### src/rtl/operand_shift_loader.sv
// operand_shift_loader
// Collects LANES serial bit streams (MSB first) into WIDTH-bit operands,
// frames them with a shared bit counter and presents each completed operand
// set through a registered valid/ready output stage. A sticky overrun flag
// records any completed frame dropped because the output slot was occupied.
module operand_shift_loader #(
  parameter int WIDTH = 32,
  parameter int LANES = 3,
  localparam int CW   = (WIDTH > 2) ? $clog2(WIDTH) : 1
) (
  input  logic                   clk,
  input  logic                   reset,
  input  logic [LANES-1:0]       serial_data,
  input  logic                   serial_en,
  input  logic                   frame_start,
  input  logic                   out_ready,
  output logic [LANES*WIDTH-1:0] operands,
  output logic                   out_valid,
  output logic                   overrun,
  output logic [CW-1:0]          bit_count
);

  localparam logic [CW-1:0] LAST_BIT = CW'(WIDTH - 1);

  // Per-lane shift registers and the value each lane holds after this cycle's shift
  logic [WIDTH-1:0]       sr_reg [LANES];
  logic [LANES*WIDTH-1:0] shifted_next;

  // A frame completes only on a plain shift of its last bit; a resync never completes
  logic complete;
  logic slot_free;

  assign complete  = serial_en && !frame_start && (bit_count == LAST_BIT);
  assign slot_free = !out_valid || out_ready;

  generate
    for (genvar gi = 0; gi < LANES; gi++) begin : g_lane
      assign shifted_next[gi*WIDTH +: WIDTH] = {sr_reg[gi][WIDTH-2:0], serial_data[gi]};

      // Shift one bit into this lane on every strobe (also on the first bit of a resync)
      always_ff @(posedge clk) begin
        if (reset) begin
          sr_reg[gi] <= '0;
        end else if (serial_en) begin
          sr_reg[gi] <= shifted_next[gi*WIDTH +: WIDTH];
        end
      end
    end
  endgenerate

  // Frame bit counter: resync restarts the count, otherwise wrap at the last bit
  always_ff @(posedge clk) begin
    if (reset) begin
      bit_count <= '0;
    end else if (frame_start) begin
      bit_count <= serial_en ? CW'(1) : '0;
    end else if (serial_en) begin
      bit_count <= (bit_count == LAST_BIT) ? '0 : bit_count + CW'(1);
    end
  end

  // Output slot: load on completion when free, drop and flag when occupied, release on accept
  always_ff @(posedge clk) begin
    if (reset) begin
      operands  <= '0;
      out_valid <= 1'b0;
      overrun   <= 1'b0;
    end else if (complete && slot_free) begin
      operands  <= shifted_next;
      out_valid <= 1'b1;
    end else if (complete) begin
      overrun   <= 1'b1;
    end else if (out_valid && out_ready) begin
      out_valid <= 1'b0;
    end
  end

endmodule

### config.mk
export PLATFORM = sky130hd
export DESIGN_NAME = operand_shift_loader
export DESIGN_NICKNAME = d
export VERILOG_FILES = /design/src/rtl/operand_shift_loader.sv
export SDC_FILE = /design/constraint.sdc
export NUM_CORES = 1
export LEC_CHECK = 0
export CORE_UTILIZATION = 34
export CTS_CLUSTER_DIAMETER = 50
export DETAILED_ROUTE_END_ITERATION = 8
export GPL_TIMING_DRIVEN = 1
export SKIP_LAST_GASP = 1
export SLEW_MARGIN = 10
export SYNTH_ARGS = -nofsm -noshare
export SYNTH_HDL_FRONTEND = slang
export SYNTH_SLANG_ARGS = --single-unit
### constraint.sdc
create_clock -name clk -period 3.4 [get_ports clk]
set_input_delay 0.68 -clock clk [delete_from_list [all_inputs] [get_ports clk]]
set_output_delay 0.68 -clock clk [all_outputs]
set_load 0.005 [all_outputs]
==> summary.txt <==
Outcome - complete, no violations
Final period utilization - 71.14%
Share of cells above drive strength 1 - 5.688%
Vias/cell - 4.377
H-tree levels - 4
Comb pwr share - 3.5%
Worst setup SP type - flop
WL final - 14610 um
Setup CP Type - reg -> reg
Worst Hold Class - reg -> reg
Mean post-synth cell area - 12.34 um^2
Vias - 4679
Max_cap viols - 0
Pwr Total - 0.004774 W
Largest net degree at the start of global routing - 128
Net Count, Synth - 661
GR Overflow Total - 0
Hold Buf Count CTS - 0
Nets - 753
DRT iter0 DRCs - 194
Max reg flops - 96
Die area - 24250 um^2
Synth top area cells - edfxtp_1 (35%), dfxtp_1 (26%), nand2b_1 (15%), mux2i_1 (12%), and2_1 (7.2%)
Flops & latches, synth - 196
GR Util All Layers - 12.68%
Fraction of registers with async set/reset - 0%
TNS Setup - 0 ns
Most used cell, CP - ha_1
First-pass GRT wire length - 24400 um
Yosys warnings - 0
Vias in the first global route - 4905
Rows - 55
Synth area leader - edfxtp_1
Buf/Inv on CP - 1
Leakage - 3.376 nW
Arr. time, crit path - 2.77 ns
Area growth, synth to finish - 24.49%
Chip height - 155.7 um
Most common cell in the synthesized netlist - nand2b_1
Cell family with the largest share of critical-path delay - simple AND/OR/NAND/NOR gates
Final Hold Vio Count - 0
Final setup vio count - 0
Post-CTS setup buffer count - 0
Sequential share of the synthesized area - 60.42%
Clock root cell - clkbuf_16
Commonest cells in the netlist - nand2b_1 (193), dfxtp_1 (103), mux2i_1 (98), and2_1 (93), edfxtp_1 (93)
Drt drc - 0
Cell Int Power - 0.003742 W
Element type at the critical path end - flop
CTS max path bufs - 2
Mapped cell area - 8035 um^2
Clk slew on worst S/H paths - 0.07 ns
Initial Util - 35.06%
Ys flop type - dfxtp_1
I/O pins - 111
Crit path max fanout - 43
Hold slack - 0.4747 ns
Clock Power Share - 42.5%
Post-synth cell types - 27
Post-synth EDFFs - 93
Yosys top cell area share - 34.76%
Fmax - 413.5 MHz
Clk sinks - 196
Worst slew margin - 58.81%
CTS resizes - 0
Worst-Margin Slew - 0.6179 ns
Sw Share - 21.63%
Crit path max-delay cell type - dfxtp_1
DP HPWL - 8685 um
Post-DR wirelength/cell - 13.67 um
CTS buffer count - 17
RSZ-0062 raised after global routing - no
VDD IR max - 275.4 uV
Initial antenna violation count - 0
Slew Viols, Final - 0
Slowest Stage Delay on Critical Path - 0.44 ns
Antenna-violating nets left - 0
Syn Inst Count - 651
Pwr per Cell Area - 477.3 nW/um^2
I/O Buffers - 110
Worst endpoint required time - 3.75 ns
CTS tree - done
Switch Pwr - 0.001032 W
Core area - 22920 um^2
Clk_lat worst skew - 0.43 ns
Die width - 155.7 um
Sequential power share - 54.0%
Crit path cell chain - ha_1 -> and3_1 -> ha_1 -> nand3b_1 -> nor2b_4 -> buf_12 -> mux2i_1
Worst clock skew - 0.007203 ns
Global placer's final weighted congestion - 0.7532
Pre-Repair DR Iteration Count - 4
Final critical-path required period - 2.419 ns
Diode count - 0
## worst register-to-register path: cells and delay by family, from the launching register on
kind / cells / cell delay (ns)
mux: 1 / 0.27
simple gates: 3 / 0.80
buf+inv: 1 / 0.36
fa+ha+maj: 2 / 0.48
flops: 1 / 0.44
## cell families (layout without fill, tap and decap cells)
kind of cell,Yosys count,after routing,share of synthesized area [%]
flip-flops,196,196,60.42
AO/OA/AOI/OAI,9,9,0.6696
multiplexers,98,98,12.21
buffers and inverters,45,150,3.067
adder cells (fa/ha/maj),2,2,0.3114
AND/OR/NAND/NOR,301,301,23.33
## power by group through the flow
stage | clock network (W) | registers, W | logic, W
final | 0.00203 | 0.00258 | 0.000166
after global routing | 0.00219 | 0.00259 | 0.000186
after CTS | 0.00210 | 0.00258 | 0.000171
after detailed placement | 0 | 0.00263 | 0.000171
after global placement | 0 | 0.00263 | 0.000166
after floorplan | 0 | 0.00262 | 0.000125
## placed cells by master (no fill, tap or decap), types with 2 or more instances in the layout
| cell | instances |
|---|---|
| a21oi_1 | 3 |
| and2_1 | 93 |
| buf_12 | 5 |
| buf_4 | 3 |
| bufinv_16 | 2 |
| clkbuf_1 | 2 |
| clkbuf_16 | 17 |
| clkdlybuf4s50_1 | 109 |
| clkinv_4 | 2 |
| clkinvlp_4 | 3 |
| dfxtp_1 | 103 |
| edfxtp_1 | 93 |
| ha_1 | 2 |
| inv_6 | 3 |
| mux2i_1 | 98 |
| nand2b_1 | 193 |
| nor2_1 | 3 |
| nor3_1 | 3 |
| o21ai_0 | 3 |
## per-layer routing
metal,global-route usage [%],routed length [um],up-vias
li1,-,-,2336
met3,3.111,480,18
met1,15.86,6936,2259
met4,4.902,219,0
met2,21.08,6975,66
met5,0,0,-
## stage by stage
stage | instances | setup WS, ns | util (%) | cell area (um^2)
finish | 1069 | 0.9813 | 43.65 | 10000
global route | 1069 | 0.7684 | 43.65 | 10000
CTS | 1069 | 0.9638 | 43.65 | 10000
detailed placement | 1037 | 0.6504 | 41.08 | 9413
global placement | 1037 | 0.7571 | 41.08 | 9413
floorplan | 651 | 0.5797 | - | 8035
## worst paths after layout
| check | slack, ns | startpoint | cells past startpoint | to |
|---|---|---|---|---|
| setup / recovery | 0.98 | bit_count[0] | 7 | operands[9] |
| hold / removal | 0.47 | operands[41] | 2 | operands[41] |
| setup reg to reg | 0.98 | bit_count[0] | 7 | operands[9] |
| hold reg to reg | 0.47 | operands[41] | 2 | operands[41] |
## layout make-up
cell class,instances,area [um^2]
Sequential cell,196,4855
Clock inverter,12,143.9
Clock buffer,20,446.7
Inverter,1,3.754
Fill cell,2118,12910
Tap cell,313,391.6
Timing Repair Buffer,117,1214
Multi-Input combinational cell,410,2949
Note: power is estimated with default switching activity, not from simulation.
